--- config.mk ---
export PLATFORM = sky130hd
export DESIGN_NAME = mem_arbiter
export DESIGN_NICKNAME = d
export VERILOG_FILES = /design/src/rtl/mem_arbiter.sv
export SDC_FILE = /design/constraint.sdc
export NUM_CORES = 1
export LEC_CHECK = 0
export BUFFER_PORTS_ARGS = -buffer_cell sky130_fd_sc_hd__clkbuf_2
export CORE_AREA = 2 2 105 107
export CTS_CLUSTER_DIAMETER = 30
export DETAILED_ROUTE_END_ITERATION = 10
export DIE_AREA = 0 0 107 109
export GPL_TIMING_DRIVEN = 0
export HOLD_SLACK_MARGIN = 0.1
export SETUP_SLACK_MARGIN = 0.4
export SLEW_MARGIN = 40
export SYNTH_ARGS = -nofsm -noshare
export SYNTH_HDL_FRONTEND = slang
export SYNTH_SLANG_ARGS = --single-unit
--- constraint.sdc ---
create_clock -name clk -period 2 [get_ports clk]
set_input_delay 0.1 -clock clk [delete_from_list [all_inputs] [get_ports clk]]
set_output_delay 0.1 -clock clk [all_outputs]
set_load 0.01 [all_outputs]
--- src/rtl/mem_arbiter.sv ---
// Shares one synchronous-read word memory between the fetch and data ports.
// Data wins collisions; a bounded starvation counter forces a fetch grant.
`timescale 1ns/1ps

module mem_arbiter #(
  parameter int unsigned AW         = 32,
  parameter int unsigned DW         = 32,
  parameter int unsigned STARVE_MAX = 4
) (
  input  logic          clk,
  input  logic          reset,
  input  logic          i_req,
  input  logic [AW-1:0] i_addr,
  output logic          i_gnt,
  output logic          i_rvalid,
  output logic [DW-1:0] i_rdata,
  input  logic          d_req,
  input  logic          d_we,
  input  logic [AW-1:0] d_addr,
  input  logic [DW-1:0] d_wdata,
  output logic          d_gnt,
  output logic          d_rvalid,
  output logic [DW-1:0] d_rdata,
  output logic          m_en,
  output logic          m_we,
  output logic [AW-1:0] m_addr,
  output logic [DW-1:0] m_wdata,
  input  logic [DW-1:0] m_rdata
);

  typedef enum logic [1:0] {
    OWN_NONE,
    OWN_FETCH,
    OWN_DATA
  } owner_t;

  localparam logic [3:0] STARVE_LIMIT = 4'(STARVE_MAX);

  owner_t     owner;
  logic [3:0] starve_cnt;
  logic       grant_f;
  logic       grant_d;
  logic       starved;

  assign starved = (starve_cnt == STARVE_LIMIT);

  // Grants are forced low while reset is held so nothing reaches the memory.
  always_comb begin
    grant_f = 1'b0;
    grant_d = 1'b0;
    if (!reset) begin
      if (d_req && !(i_req && starved)) begin
        grant_d = 1'b1;
      end else if (i_req) begin
        grant_f = 1'b1;
      end
    end
  end

  always_comb begin
    m_en    = 1'b0;
    m_we    = 1'b0;
    m_addr  = '0;
    m_wdata = '0;
    if (grant_d) begin
      m_en    = 1'b1;
      m_we    = d_we;
      m_addr  = d_addr;
      m_wdata = d_wdata;
    end else if (grant_f) begin
      m_en   = 1'b1;
      m_addr = i_addr;
    end
  end

  assign i_gnt = grant_f;
  assign d_gnt = grant_d;

  // The owner tag steers the next cycle's memory word back to the issuing port.
  always_ff @(posedge clk or posedge reset) begin
    if (reset) begin
      owner      <= OWN_NONE;
      starve_cnt <= 4'd0;
    end else begin
      if (grant_f) begin
        owner <= OWN_FETCH;
      end else if (grant_d && !d_we) begin
        owner <= OWN_DATA;
      end else begin
        owner <= OWN_NONE;
      end

      if (grant_f || !i_req) begin
        starve_cnt <= 4'd0;
      end else if (grant_d && !starved) begin
        starve_cnt <= starve_cnt + 4'd1;
      end
    end
  end

  assign i_rvalid = (owner == OWN_FETCH);
  assign d_rvalid = (owner == OWN_DATA);
  assign i_rdata  = i_rvalid ? m_rdata : '0;
  assign d_rdata  = d_rvalid ? m_rdata : '0;

endmodule

# Yosys cells after proc, flatten, opt, wreduce, memory -nomap -nowiden
# Index checks and enable logic that the tools add are counted.
dict set report totals {
  ff_bits 6
  output_inout_bits 134
  word_cells 33
}
dict set report classes {
  n_addsub 1
  n_eq_ne 3
  muxes 17
  n_reduce_logical 10
}
# cell n
set ops {}
lappend ops {{$mux 32} 5}
lappend ops {{$mux 1} 8}
lappend ops {{$mux 4} 2}
lappend ops {{$add 4x1->4 const B} 1}
lappend ops {{$eq 4x3->1 const B} 1}
lappend ops {{$logic_and 1x1->1} 4}
lappend ops {{$logic_not 1->1} 4}
lappend ops {{$mux 2} 2}
lappend ops {{$eq 2x1->1 const B} 1}
lappend ops {{$eq 2x2->1 const B} 1}
lappend ops {{$reduce_bool 2->1} 1}
lappend ops {{$logic_or 1x1->1} 1}

# Longest topological paths before layout
dict set report logic_depth {
  ltp_word 9
  mapped_depth 7
}

# Worst setup path before layout
# No wires, ideal clock.
dict set report synth_path {
  kind {reg2out}
  from {register starve_cnt[0]}
  to {output m_addr[26]}
  arrival_ns 1.487
  path_slack_ns 0.413
  path_stages_with_launch 8
  cell_sequence {dfrtp_1 > inv_1 > ha_1 > nand3b_4 > o211a_1 > buf_6 > buf_6 > a22o_1}
}
dict set report synth_between {
  elab_chain_cells 8
  word_cells_on_any_way 10
  cone_classes {eq/ne (1); mux (6); reduce/logical (3)}
}
# element line
set synth_lines {}
lappend synth_lines {{start, declared} 40} ;# logic [3:0] starve_cnt;
lappend synth_lines {{start signal, assigned} 96} ;# starve_cnt <= starve_cnt + 4'd1;
lappend synth_lines {{$eq 4x3->1 *} 45} ;# assign starved = (starve_cnt == STARVE_LIMIT);
lappend synth_lines {{$logic_and 1x1->1 *} 52} ;# if (d_req && !(i_req && starved)) begin
lappend synth_lines {{$logic_not 1->1 *} 52}
lappend synth_lines {{$logic_and 1x1->1 *} 52}
lappend synth_lines {{$mux 1} 52}
lappend synth_lines {{$mux 1} 51} ;# if (!reset) begin
lappend synth_lines {{$mux 32} 70} ;# end else if (grant_f) begin
lappend synth_lines {{$mux 32 *} 65} ;# if (grant_d) begin
lappend synth_lines {{end, declared} 26} ;# output logic [AW-1:0] m_addr,
# Every way passes the cells marked *; elsewhere a longest branch is shown, timed or not.

# Final worst setup path
dict set report layout_path {
  from {register starve_cnt[1]}
  to {output m_addr[30]}
}
# Same word-level chain as after synthesis.

==> results.json <==
{
  "outcome": "completed",
  "drt_first_pass_iters": 4,
  "timing.max_cap.violations": 0,
  "ys.flop_type": "dfrtp_1",
  "drt-total-wl_mm": 8.23,
  "rows": 38,
  "grt_util_all_layers": 0.119,
  "dp_hpwl_mm": 7.18,
  "endpoint_kind": "primary output",
  "holdWs_ns": 0.219,
  "cp_max_fo": 6,
  "wl_met2_mm": 4.45,
  "path_cells": "inv_1, ha_4, nand3b_4, o211a_4, buf_8, buf_6, a22o_1, clkbuf_2",
  "final-setup-viol-count": 0,
  "cts_buffers": 3,
  "met1Wirelength_mm": 2.90,
  "hold_viol": 0,
  "p_leak_nw": 1.94,
  "clock-sinks": 6,
  "ys_seq_area_frac": 0.112,
  "insertion_delay_ns": 0.22,
  "clk_pin_slew_ns": 0.04,
  "max_freq_mhz": 514,
  "dr.max_layer_used": "met4",
  "pin_count": 267,
  "wl_per_cell_microns": 13.6,
  "yosysWarnings": 0,
  "rsz0062_at_grt": "yes",
  "critPathSlowestCell": "dfrtp_1",
  "netlist_area_sq_um": 1340,
  "relSlewSlack": 0.795,
  "yosysTopAreaCellShare": 0.455,
  "synth_seq_cells": 6,
  "crit_start": "starve_cnt[1]",
  "via_per_inst": 3.97,
  "fin_crit_ns": 1.95,
  "reg2reg_slack_ns": 0.46,
  "async_flop_share": 1.00,
  "final_nets": 603,
  "fp.dieH_microns": 109,
  "arrival_ns": 1.85,
  "fin_tns_setup_ns": 0,
  "place.gp.congestion": 1.01,
  "dieArea_sq_um": 11700,
  "wl_met3_microns": 682,
  "finish.utilization": 0.301,
  "avgSynthCellArea_sq_um": 7.26,
  "layout.cells.non_filler": 606,
  "synth_commonest_cells": "97 x and2_1, 32 x a22o_1, 9 x clkbuf_1, 7 x buf_2, 6 x dfrtp_1",
  "hp-class": "input port to flip-flop",
  "synthTopCellsByArea": "and2_1 45%, a22o_1 21%, dfrtp_1 11%",
  "drive_gt1_frac": 0.659,
  "grt_pass1_vias": 2170,
  "cp-start-kind": "flip-flop",
  "dp_cells": 588,
  "finalClockSkew_ns": 0.00206,
  "crit_end": "m_addr[30]",
  "grt_start_max_net_pins": 11,
  "drv_slew": 0,
  "syn_inst": 184,
  "antenna_found_initial": 0,
  "reg2reg_from": "starve_cnt[1]",
  "cts_buffer_depth": 2,
  "grt_pass1_wl_mm": 10.8,
  "path_class": "flip-flop to primary output",
  "cts_tree": "yes",
  "clockRootBuffer": "clkbuf_8",
  "cp_slowest_stage_delay_ns": 0.36,
  "synthToLayoutAreaGrowth_pct": 139,
  "die_x_microns": 107,
  "route.detailed.drc": 0,
  "ir_worst_vdd_v": 0.000120,
  "synth_nets": 319,
  "rr_worst_depth": 7,
  "ant_nets": 0,
  "htree_levels": 1,
  "start_util": 0.126,
  "grt_overflow": 0,
  "worst_r2r_endpoint": "owner[1]",
  "crit_required_ns": 1.90,
  "n_antenna_cell": 0,
  "min_period_over_period": 0.973,
  "vias": 2405,
  "yosys.area.top_type": "and2_1",
  "io_buffer_count": 264,
  "yosysMostFrequentCell": "and2_1",
  "worst_pin_slew_ns": 0.306,
  "coreArea_sq_um": 10600,
  "p_per_area_nw_per_um2": 259,
  "first_iter_violations": 113,
  "synth_edf_count": 0,
  "ys_types": 24
}
critical path: cells and delay by family (launching register included):
family	cells	cell delay [ns]
adder cells (fa/ha/maj)	1	0.15
AO/OA/AOI/OAI	2	0.52
AND/OR/NAND/NOR	1	0.10
buffers and inverters	4	0.49
flip-flops	1	0.36
cell type report:
type | count | area, sq um
Timing Repair Buffer | 279 | 1530
Inverter | 5 | 18.8
Sequential cell | 6 | 150
Fill cell | 1125 | 7410
Clock buffer | 3 | 41.3
Tap cell | 140 | 175
Multi-Input combinational cell | 155 | 1120
Buffer | 18 | 146
routing by layer:
layer / track usage / up-vias
met3: 0.0173 / 10
met1: 0.128 / 1050
li1: - / 1186
met5: 0 / -
met4: 0.0436 / 0
met2: 0.233 / 159
worst min-delay path by stage:
stage          startpoint             to  depth (start not counted)
2_1_floorplan       reset       owner[0]                          2
4_1_cts             i_req  starve_cnt[1]                          3
5_1_grt             i_req  starve_cnt[1]                          3
3_3_place_gp        reset  starve_cnt[0]                          2
3_5_place_dp        reset  starve_cnt[0]                          2
6_report            i_req  starve_cnt[1]                          3
state kept, by name (all words and copies together), names as in the netlist:
signal and count:
owner 2, starve_cnt 4
kinds of logic (layout without fill, tap and decap cells):
logic type               count (synthesis)  count (layout)  synth area share
AND/OR/NAND/NOR                        114             114             0.540
AO/OA/AOI/OAI                           39              39             0.246
buffers and inverters                   23             305            0.0825
flip-flops                               6               6             0.112
adder cells (fa/ha/maj)                  2               2            0.0187
per-stage QoR:
stage               setup slack (ns)  power (mW)  instance area [sq um]
floorplan                      0.413       0.320                   1340
global placement              0.0847       0.583                   2830
detailed placement            0.0354       0.591                   2830
CTS                           0.0180       0.806                   3030
global route                -0.00760       0.885                   3190
finish                        0.0546       0.825                   3190
layout by cell type (no fill, tap or decap), drive strengths merged:
cell	Yosys	routed
nand3b	1	1
buf	9	46
nor4bb	1	1
dlygate4sd3	0	2
nand2b	1	1
a22o	32	32
nand4	1	1
dfrtp	6	6
or4	1	1
o31ai	1	1
o211a	1	1
clkbuf	9	252
a21oi	3	3
nor2b	3	3
nor2	2	2
o21ai	1	1
and2	97	97
nand4b	1	1
nand2	1	1
ha	2	2
o211ai	1	1
nand3	5	5
inv	5	5
timing repair:
item,CTS,global route
endpoints found under the setup margin,129,107
buffers inserted,7,1
cloned,1,4
pin swaps,2,12
hold endpoints to repair,7,0
gates resized for setup,24,51
hold buffers,2,0
report_power, final:
group,total [mW],switching [mW],internal (mW)
Combinational,0.513,0.240,0.273
Sequential,0.128,0.00273,0.125
Clock,0.184,0.0545,0.130
Power figures use the tool's default switching activity.
